$ cat src/rtl/cla_pkg.sv
// Shared types for the chained carry-lookahead adder.
package cla_pkg;

   localparam int WORD_W = 7;

   typedef enum logic {
      IDLE,
      CHAIN
   } chain_state_t;

   typedef logic [WORD_W-1:0] word_t;

endpackage

$ cat src/rtl/cla_adder.sv
// 7-bit carry-lookahead adder; every carry is a flat generate/propagate sum.
module cla_adder
   import cla_pkg::*;
(
   input  logic [WORD_W-1:0] a,
   input  logic [WORD_W-1:0] b,
   input  logic              cin,
   output logic [WORD_W-1:0] s,
   output logic              cout
);

   logic [WORD_W-1:0] g;
   logic [WORD_W-1:0] p;
   logic [WORD_W:0]   c;

   assign g = a & b;
   assign p = a ^ b;

   always_comb begin
      logic pp;
      c = '0;
      c[0] = cin;
      for (int i = 0; i < WORD_W; i++) begin
         c[i+1] = g[i];
         pp = p[i];
         for (int j = i - 1; j >= 0; j--) begin
            c[i+1] = c[i+1] | (pp & g[j]);
            pp = pp & p[j];
         end
         c[i+1] = c[i+1] | (pp & cin);
      end
   end

   assign s    = p ^ c[WORD_W-1:0];
   assign cout = c[WORD_W];

endmodule

$ cat src/rtl/cla_chain_adder.sv
// Streams multi-word sums through one cla_adder, carrying between words.
// Define CLA_CHAIN_OVF_EN to add the signed-overflow output out_ovf.
module cla_chain_adder
   import cla_pkg::*;
#(
   parameter int MAX_WORDS = 8,
   parameter int IDX_W     = $clog2(MAX_WORDS)
)
(
   input  logic             clk,
   input  logic             rst,
   input  logic             in_valid,
   output logic             in_ready,
   input  logic [WORD_W-1:0] in_a,
   input  logic [WORD_W-1:0] in_b,
   input  logic             in_cin,
   input  logic             in_first,
   input  logic             in_last,
   output logic             out_valid,
   input  logic             out_ready,
   output logic [WORD_W-1:0] out_s,
   output logic [IDX_W-1:0] out_idx,
   output logic             out_last,
   output logic             out_cout,
   output logic             out_err
`ifdef CLA_CHAIN_OVF_EN
  ,output logic             out_ovf
`endif
);

   chain_state_t     state_q, state_d;
   logic             carry_q, carry_d;
   logic [IDX_W-1:0] idx_q, idx_d;

   logic             out_valid_q, out_valid_d;
   word_t            out_s_q, out_s_d;
   logic [IDX_W-1:0] out_idx_q, out_idx_d;
   logic             out_last_q, out_last_d;
   logic             out_cout_q, out_cout_d;
   logic             out_err_q, out_err_d;
`ifdef CLA_CHAIN_OVF_EN
   logic             out_ovf_q, out_ovf_d;
`endif

   logic             accept;
   logic             sel_cin;
   word_t            sum;
   logic             cout;
   logic [IDX_W-1:0] word_idx;
   logic             at_max;
   logic             last_eff;
   logic             err;

   cla_adder u_add (
      .a    (in_a),
      .b    (in_b),
      .cin  (sel_cin),
      .s    (sum),
      .cout (cout)
   );

   assign in_ready = !out_valid_q || out_ready;
   assign accept   = in_valid && in_ready;

   always_comb begin
      sel_cin = 1'b0;
      unique case (state_q)
         IDLE:  sel_cin = in_first ? in_cin : 1'b0;
         CHAIN: sel_cin = in_first ? in_cin : carry_q;
      endcase

      // A first word always restarts at index 0, even mid-chain.
      word_idx = (in_first || state_q == IDLE) ? '0 : idx_q;
      at_max   = (word_idx == IDX_W'(MAX_WORDS - 1));
      last_eff = in_last || at_max;
      err      = (state_q == IDLE  && !in_first) ||
                 (state_q == CHAIN &&  in_first) ||
                 (at_max && !in_last);
   end

   always_comb begin
      state_d     = state_q;
      carry_d     = carry_q;
      idx_d       = idx_q;
      out_valid_d = out_valid_q && !out_ready;
      out_s_d     = out_s_q;
      out_idx_d   = out_idx_q;
      out_last_d  = out_last_q;
      out_cout_d  = out_cout_q;
      out_err_d   = out_err_q;
`ifdef CLA_CHAIN_OVF_EN
      out_ovf_d   = out_ovf_q;
`endif

      if (accept) begin
         out_valid_d = 1'b1;
         out_s_d     = sum;
         out_idx_d   = word_idx;
         out_last_d  = last_eff;
         out_cout_d  = last_eff ? cout : 1'b0;
         out_err_d   = err;
`ifdef CLA_CHAIN_OVF_EN
         // Overflow is carry into the sign bit differing from carry out.
         out_ovf_d   = last_eff ?
            (cout ^ (in_a[WORD_W-1] ^ in_b[WORD_W-1] ^ sum[WORD_W-1])) :
            1'b0;
`endif
         if (last_eff) begin
            state_d = IDLE;
            carry_d = 1'b0;
            idx_d   = '0;
         end else begin
            state_d = CHAIN;
            carry_d = cout;
            idx_d   = word_idx + IDX_W'(1);
         end
      end
   end

   always_ff @(posedge clk) begin
      if (rst) begin
         state_q     <= IDLE;
         carry_q     <= 1'b0;
         idx_q       <= '0;
         out_valid_q <= 1'b0;
         out_s_q     <= '0;
         out_idx_q   <= '0;
         out_last_q  <= 1'b0;
         out_cout_q  <= 1'b0;
         out_err_q   <= 1'b0;
`ifdef CLA_CHAIN_OVF_EN
         out_ovf_q   <= 1'b0;
`endif
      end else begin
         state_q     <= state_d;
         carry_q     <= carry_d;
         idx_q       <= idx_d;
         out_valid_q <= out_valid_d;
         out_s_q     <= out_s_d;
         out_idx_q   <= out_idx_d;
         out_last_q  <= out_last_d;
         out_cout_q  <= out_cout_d;
         out_err_q   <= out_err_d;
`ifdef CLA_CHAIN_OVF_EN
         out_ovf_q   <= out_ovf_d;
`endif
      end
   end

   assign out_valid = out_valid_q;
   assign out_s     = out_s_q;
   assign out_idx   = out_idx_q;
   assign out_last  = out_last_q;
   assign out_cout  = out_cout_q;
   assign out_err   = out_err_q;
`ifdef CLA_CHAIN_OVF_EN
   assign out_ovf   = out_ovf_q;
`endif

endmodule
$ cat config.mk
export PLATFORM = sky130hd
export DESIGN_NAME = cla_chain_adder
export DESIGN_NICKNAME = d
export VERILOG_FILES = /design/src/rtl/cla_pkg.sv /design/src/rtl/cla_adder.sv /design/src/rtl/cla_chain_adder.sv
export SDC_FILE = /design/constraint.sdc
export NUM_CORES = 1
export LEC_CHECK = 0
export ABC_CLOCK_PERIOD_IN_PS = 2570
export CORE_MARGIN = 2
export CORE_UTILIZATION = 35
export DETAILED_ROUTE_END_ITERATION = 8
export GPL_TIMING_DRIVEN = 0
export HOLD_SLACK_MARGIN = 0.15
export SKIP_CTS_REPAIR_TIMING = 1
export SYNTH_ARGS = -nofsm -noshare
export SYNTH_HDL_FRONTEND = slang
export SYNTH_SLANG_ARGS = --single-unit
$ cat constraint.sdc
create_clock -name clk -period 2.57 [get_ports clk]
set_input_delay 0.257 -clock clk [delete_from_list [all_inputs] [get_ports clk]]
set_output_delay 0.257 -clock clk [all_outputs]
set_load 0.01 [all_outputs]
* Yosys cells after proc, flatten, opt, wreduce, memory -nomap -nowiden
Cells that the tools add are included.
Cells by class: add/subtract/negate cells 1, equal/unequal tests 1, muxes and demuxes 9, bitwise operators 81, reductions and logical operators 14
Operators by type and width (count):
- 1-bit AND | 49
- 1-bit bitwise OR | 28
- 7-bit XOR | 2
- 7-bit AND | 1
- 1-bit 2-to-1 mux | 6
- 3-bit 2-to-1 mux | 2
- 1-bit logical AND | 5
- 1-bit logical OR | 5
- 1-bit zero test | 4
- 3-bit by 1-bit adder with 3-bit output (second input constant) | 1
- 3-bit == test (second input constant) | 1
- 1-bit case mux with 2 select lines | 1
- 1-bit inverter | 1
Word-level totals: register bits after elaboration 19, input port bits 21, output and inout bits 15

* Logic depth before layout (Yosys ltp)
Gate-level depths: netlist (run 1).
depth after elaboration 10, depth in mapped cells 8, mapped depth without buffers 8

* Modules after synthesis
From an unflattened synthesis (run 1), not the netlist that was laid out.
Unflattened totals: cell total of the unflattened synthesis 131, area, all modules 1163.6 µm²
By module, submodules not included:
- cla_chain_adder | times used 1, cells each 98, area an instance 868.3 µm², seq. area each 380.4 µm²
- cla_adder | times used 1, cells each 33, area an instance 295.3 µm², seq. area each 0.0 µm²

* Worst setup path after synthesis (run 1)
No wires, ideal clock.
path type input-to-reg, start input in_a[3], end register out_cout_q (netlist: out_cout), library setup time 0.130 ns, arrival time 1.581 ns, required time 2.440 ns, setup slack 0.859 ns, stages on the path 6, buffers on the path 0, cell sequence ha_1 -> a21o_1 -> a21o_1 -> a221o_1 -> a21oi_2 -> o41ai_2
On the way: word-level cells in the longest chain between the ends 8
Ends and longest elaborated chain:
- from (decl) | RTL line cla_chain_adder.sv:14 | input logic [WORD_W-1:0] in_a,
- 7-bit AND / 7-bit XOR (equally long branches) | RTL line cla_adder.sv:16, cla_adder.sv:17
- 1-bit AND, on equally long branches | RTL line cla_adder.sv:27, cla_adder.sv:28
- 1-bit bitwise OR, or another cell as far along (3 in series) | RTL line cla_adder.sv:27 | c[i+1] = c[i+1] | (pp & g[j]);
- 1-bit bitwise OR / 1-bit AND (equally long branches) | RTL line cla_adder.sv:27, cla_adder.sv:30
- 1-bit bitwise OR * | RTL line cla_adder.sv:30 | c[i+1] = c[i+1] | (pp & cin);
- 1-bit 2-to-1 mux * | RTL line cla_chain_adder.sv:100 | out_cout_d = last_eff ? cout : 1'b0;
- to (signal assigned) | RTL line cla_chain_adder.sv:142 | out_cout_q <= out_cout_d;
- to (decl) | RTL line cla_chain_adder.sv:39 | logic out_cout_q, out_cout_d;
Mark *: on every way between the ends. The rest lies on a longest branch, timed or not. A chain may end at the register's enable or synchronous reset.

* Worst setup path in the final report (run 1)
start input in_a[3], end register carry_q
On the way: word-level cells in the longest chain between the ends 8
Ends and longest elaborated chain:
- 7-bit AND / 7-bit XOR (equally long branches) | RTL line cla_adder.sv:16, cla_adder.sv:17
- 1-bit AND, on equally long branches | RTL line cla_adder.sv:27, cla_adder.sv:28
- 1-bit bitwise OR, or another cell as far along (3 in series) | RTL line cla_adder.sv:27
- 1-bit bitwise OR / 1-bit AND (equally long branches) | RTL line cla_adder.sv:27, cla_adder.sv:30
- 1-bit bitwise OR * | RTL line cla_adder.sv:30
- 1-bit 2-to-1 mux * | RTL line cla_chain_adder.sv:108 | if (last_eff) begin
- to (signal assigned) | RTL line cla_chain_adder.sv:136 | carry_q <= carry_d;
- to (decl) | RTL line cla_chain_adder.sv:32 | logic carry_q, carry_d;
Marks and branches as above.

==> results of run 1 <==
stage by stage:
stage / area (um^2) / worst slack (ns)
detailed placement: 1420 / 0.312
CTS: 1440 / 0.618
finish: 1440 / 0.621
global route: 1440 / 0.535
floorplan: 1040 / 0.859
global placement: 1420 / 0.344
sequential cells by signal, indices dropped and copies added, names as in the netlist:
signal / flops
out_valid: 1
idx_q: 3
out_err: 1
out_s: 7
out_last: 1
carry_q: 1
out_idx: 3
out_cout: 1
state_q: 1
power breakdown:
group	total [W]	switching (W)	internal, W
combinational	0.000181	0.0000873	0.0000932
clock	0.000161	0.000103	0.0000581
sequential	0.000322	0.00000942	0.000313
per-layer routing:
layer  vias to the layer above  part of all wire [%]  routed length (um)  GRT usage, %
met4                         0                   1.1                  29          4.32
met5                         -                     0                   0             0
met3                         4                   4.9                 126          4.18
met1                       478                    44                1130          19.2
li1                        514                     -                   -             -
met2                        30                    50                1270          30.2
critical path: stages:
cell,delay [ns]
clkdlybuf4s50_1,0.40
ha_1,0.36
a21o_1,0.21
a21o_1,0.20
a221o_1,0.42
a21oi_2,0.20
o21ai_1,0.09
final cells by class:
class	count	area, um^2
fill	266	1340
multi-input combinational	91	609
sequential	19	380
timing repair buffer	34	340
tap	31	38.8
buffer	7	27.5
clock buffer	3	22.5
inverter	5	18.8
clock inverter	1	5.00
placed cells by master, fill, tap and decap left out, drive strengths merged:
cell type,instances
a41oi,1
nand3,11
clkinv,1
nand2b,1
o21ai,2
and2,4
nor2,6
dfxtp,19
o41ai,1
a31oi,1
and4,1
xnor2,1
inv,5
o211ai,1
nand2,16
nor2b,1
xor2,2
or4,2
a21boi,1
o31ai,1
a221o,1
nand3b,1
a21o,2
nor3,5
fa,1
clkbuf,8
clkdlybuf4s50,34
ha,10
buf,2
o311ai,1
nand4,3
a211oi,1
a21oi,13
cell families (layout without fill, tap and decap cells):
group	after synthesis	count (layout)	synth area share (%)
buf+inv	12	50	4.47
compound gates	26	26	18.0
simple gates	51	51	24.3
fa+ha+maj	11	11	14.0
xor+xnor	3	3	2.54
flops	19	19	36.7
path summary, 6_finish.rpt:
check	start	depth (start not counted)	slack, ns	endpoint
min reg2reg	idx_q[2]	2	0.46	idx_q[2]
min	rst	2	0.44	out_s[0]
max	in_a[3]	7	0.62	carry_q
max reg2reg	state_q	7	0.83	carry_q
==> impl_metrics.yaml, run 1 <==
yosys:
  ys_top_cells_by_count: "19 x dfxtp_1, 16 x nand2_1, 12 x a21oi_1, 11 x nand3_1, 10 x ha_1"
  synth_top_area_share_pct: 36.7
  synth_cells: 122
  synthFlopType: "dfxtp_1"
  yosys.area.top_type: "dfxtp_1"
  synth.distinct_cells: 35
  avgSynthCellArea_um2: 8.49
  ys_warn_count: 0
  yosysMostFrequentCell: "dfxtp_1"
  syn_area_um2: 1040
  synth.ff_latch_count: 19
  synth_enable_flop_cells: 0
  yosysSeqAreaShare_pct: 36.7
  ys_async_sr_fraction_pct: 0
  yosys-top-cells-area: "dfxtp_1 37%, ha_1 12%, a21oi_1 5.8%"
  synthesis.nets: 154
setup_path:
  crit_fanout: 6
  path_class: "in -> reg"
  arrival_ns: 2.15
  end_kind: "flop"
  startpoint_type: "input pin"
  crit_required_ns: 2.78
timing:
  maxSlewViolCount: 0
  layout_min_cycle_time_ns: 1.95
  hold_viol: 0
  rsz0062_at_grt: "no"
  fin_tns_setup_ns: 0
  setup_violations: 0
  timing.final.crit_share_pct: 75.8
  holdWs_ns: 0.436
  max_freq_ghz: 0.513
  finalClockSkew_ns: 0.00139
  worstMarginPinSlew_ns: 0.511
  relSlewSlack_pct: 66.0
drt:
  vias: 1026
  dr.pass1.iters: 4
  antenna_left: 0
  first_iter_violations: 25
  route.detailed.drc: 0
  viasPerCell: 5.37
  wl_um: 2560
  wl_per_cell_um: 13.4
cts:
  cts-root-buf: "clkbuf_4"
  cts_max_level: 1
  cts_inserted_buffers: 3
  tritoncts: "done"
  clk-insertion-delay-late_ns: 0.30
  clock_sinks: 19
  clkSlewWorstSetupHoldPaths_ns: 0.12
  clock_path_buffers: 2
placement:
  place_congestion: 0.714
  dp_cells: 187
  hpwl_um: 1940
  portBuffers: 34
worst_hold_path:
  hold_class: "in -> reg"
global_routing:
  grt_pass1_wl_um: 4430
  track_usage_pct: 16.6
  gr-total-overflow: 0
  grt_pass1_vias: 1058
  antenna_found_initial: 0
  grt_max_degree: 12
floorplan:
  die_y_um: 58.4
  initial_core_util_pct: 37.2
  dieArea_um2: 3410
  die_w_um: 58.4
  rows: 19
  io_pins: 36
  core_um2: 2780
pwr:
  total_power_w: 0.000663
  p_leak_nw: 0.582
  power_density_nw_per_um2: 460
  peakVddDrop_mv: 0.346
finish:
  n_antenna_cell: 0
  drive_gt1_share_pct: 6.25
  area_growth_pct: 39.3
  num-nets-final: 193
  stdcell_count: 191
  fin_util_pct: 51.9
status:
  status: "finished, final reports clean"
run:
  cap_violations: 0
No activity file was read; power rests on OpenSTA's default activity.
==> inputs of run 2 (changes only) <==
- ABC_CLOCK_PERIOD_IN_PS: 2570 -> 1900
- clock period: 2.57 -> 1.9 ns (I/O delays scaled with it)
==> impl_metrics.yaml, run 2 (synthesized netlist as in run 1, its figures left out) <==
cts:
  cts-root-buf: "clkbuf_4"
  clkSlewWorstSetupHoldPaths_ns: 0.12
  tritoncts: "done"
  clock_sinks: 19
  clock_path_buffers: 2
  cts_max_level: 1
  cts_inserted_buffers: 3
  clk-insertion-delay-late_ns: 0.31
floorplan:
  rows: 19
  io_pins: 36
  core_um2: 2780
  die_w_um: 58.4
  die_y_um: 58.4
  initial_core_util_pct: 37.2
  dieArea_um2: 3410
pwr:
  pwr-share-comb_pct: 27.6
  p_sw_share_pct: 30.3
  power_density_nw_per_um2: 621
  p_clk_share_pct: 24.3
  peakVddDrop_mv: 0.470
  seqPwrFrac_pct: 48.2
  internal_power_w: 0.000631
  power.net_switching_w: 0.000274
  p_leak_nw: 0.583
worst_hold_path:
  hold_depth: 2
  hold_class: "in -> reg"
global_routing:
  grt_pass1_vias: 1058
  grt_max_degree: 12
  antenna_found_initial: 0
  gr-total-overflow: 0
  track_usage_pct: 16.6
  grt_pass1_wl_um: 4430
finish:
  final_cell_mix: "34 x clkdlybuf4s50_1, 19 x dfxtp_1, 16 x nand2_1, 12 x a21oi_1, 11 x nand3_1"
  fin_util_pct: 52.4
  n_antenna_cell: 0
  stdcell_count: 191
  largest_reg_flops: 7
  fill_cells: 264
  layout_commonest_cell: "clkdlybuf4s50_1"
  drive_gt1_share_pct: 7.50
  num-nets-final: 193
  area_growth_pct: 40.7
drt:
  route.detailed.drc: 0
  vias: 1018
  highest_layer: "met4"
  viasPerCell: 5.33
  first_iter_violations: 22
  wl_um: 2630
  dr.pass1.iters: 4
  wl_met3_um: 126
  wl_per_cell_um: 13.7
  antenna_left: 0
  met2_length_um: 1320
  met1_length_um: 1140
timing:
  maxSlewViolCount: 0
  hold_viol: 0
  finalClockSkew_ns: 0.00177
  max_freq_ghz: 0.542
  worstMarginPinSlew_ns: 0.505
  setup_violations: 0
  relSlewSlack_pct: 66.3
  holdWs_ns: 0.373
  timing.final.crit_share_pct: 97.0
  layout_min_cycle_time_ns: 1.84
  rsz0062_at_grt: "no"
placement:
  portBuffers: 34
  place_congestion: 0.714
  hpwl_um: 1940
  dp_cells: 187
status:
  status: "finished, final reports clean"
setup_path:
  reg2regPathDepth: 7
  startpoint_type: "input pin"
  arrival_ns: 2.05
  crit_required_ns: 2.11
  path_class: "in -> reg"
  end_kind: "flop"
  crit_fanout: 6
run:
  cap_violations: 0
run 2: worst paths after layout:
| kind | slack, ns | endpoint | start |
|---|---|---|---|
| max | 0.06 | carry_q | in_a[3] |
| min | 0.37 | out_s[0] | rst |
| max reg2reg | 0.25 | carry_q | state_q |
| min reg2reg | 0.46 | idx_q[2] | idx_q[2] |
run 2: stage by stage:
step | total power, W | setup slack (ns) | cell area, um^2 | setup TNS [ns]
after floorplan | 0.000572 | 0.256 | 1040 | 0
after global placement | 0.000683 | -0.259 | 1420 | -1.84
after detailed placement | 0.000689 | -0.291 | 1420 | -2.13
after CTS | 0.000906 | 0.0147 | 1440 | 0
after global routing | 0.000955 | 0.00768 | 1460 | 0
final | 0.000905 | 0.0564 | 1460 | 0
run 2: power by group through the flow:
stage | Combinational, W | Clock [W] | Sequential (W)
6_report | 0.000250 | 0.000220 | 0.000436
5_1_grt | 0.000275 | 0.000241 | 0.000439
4_1_cts | 0.000246 | 0.000224 | 0.000436
3_5_place_dp | 0.000244 | 0 | 0.000445
3_3_place_gp | 0.000240 | 0 | 0.000444
2_1_floorplan | 0.000119 | 0 | 0.000453
run 2: per-layer routing:
layer / track usage [%] / vias up
met3: 4.18 / 6
li1: - / 512
met2: 30.2 / 28
met5: 0 / -
met4: 4.32 / 0
met1: 19.2 / 472
run 2: final cells by class:
type	count	area (um^2)	area share, %
Tap cell	31	38.8	2.66
Clock buffer	3	22.5	1.55
Sequential cell	19	380	26.1
Buffer	7	27.5	1.89
Clock inverter	1	5.00	0.343
Inverter	5	18.8	1.29
Timing Repair Buffer	34	340	23.3
Multi-Input combinational cell	91	624	42.8
run 2: critical path, stage by stage:
cell	delay (ns)
clkdlybuf4s50_1	0.52
ha_4	0.24
a21o_1	0.20
a21o_1	0.20
a221o_1	0.42
a21oi_2	0.19
o21ai_1	0.09
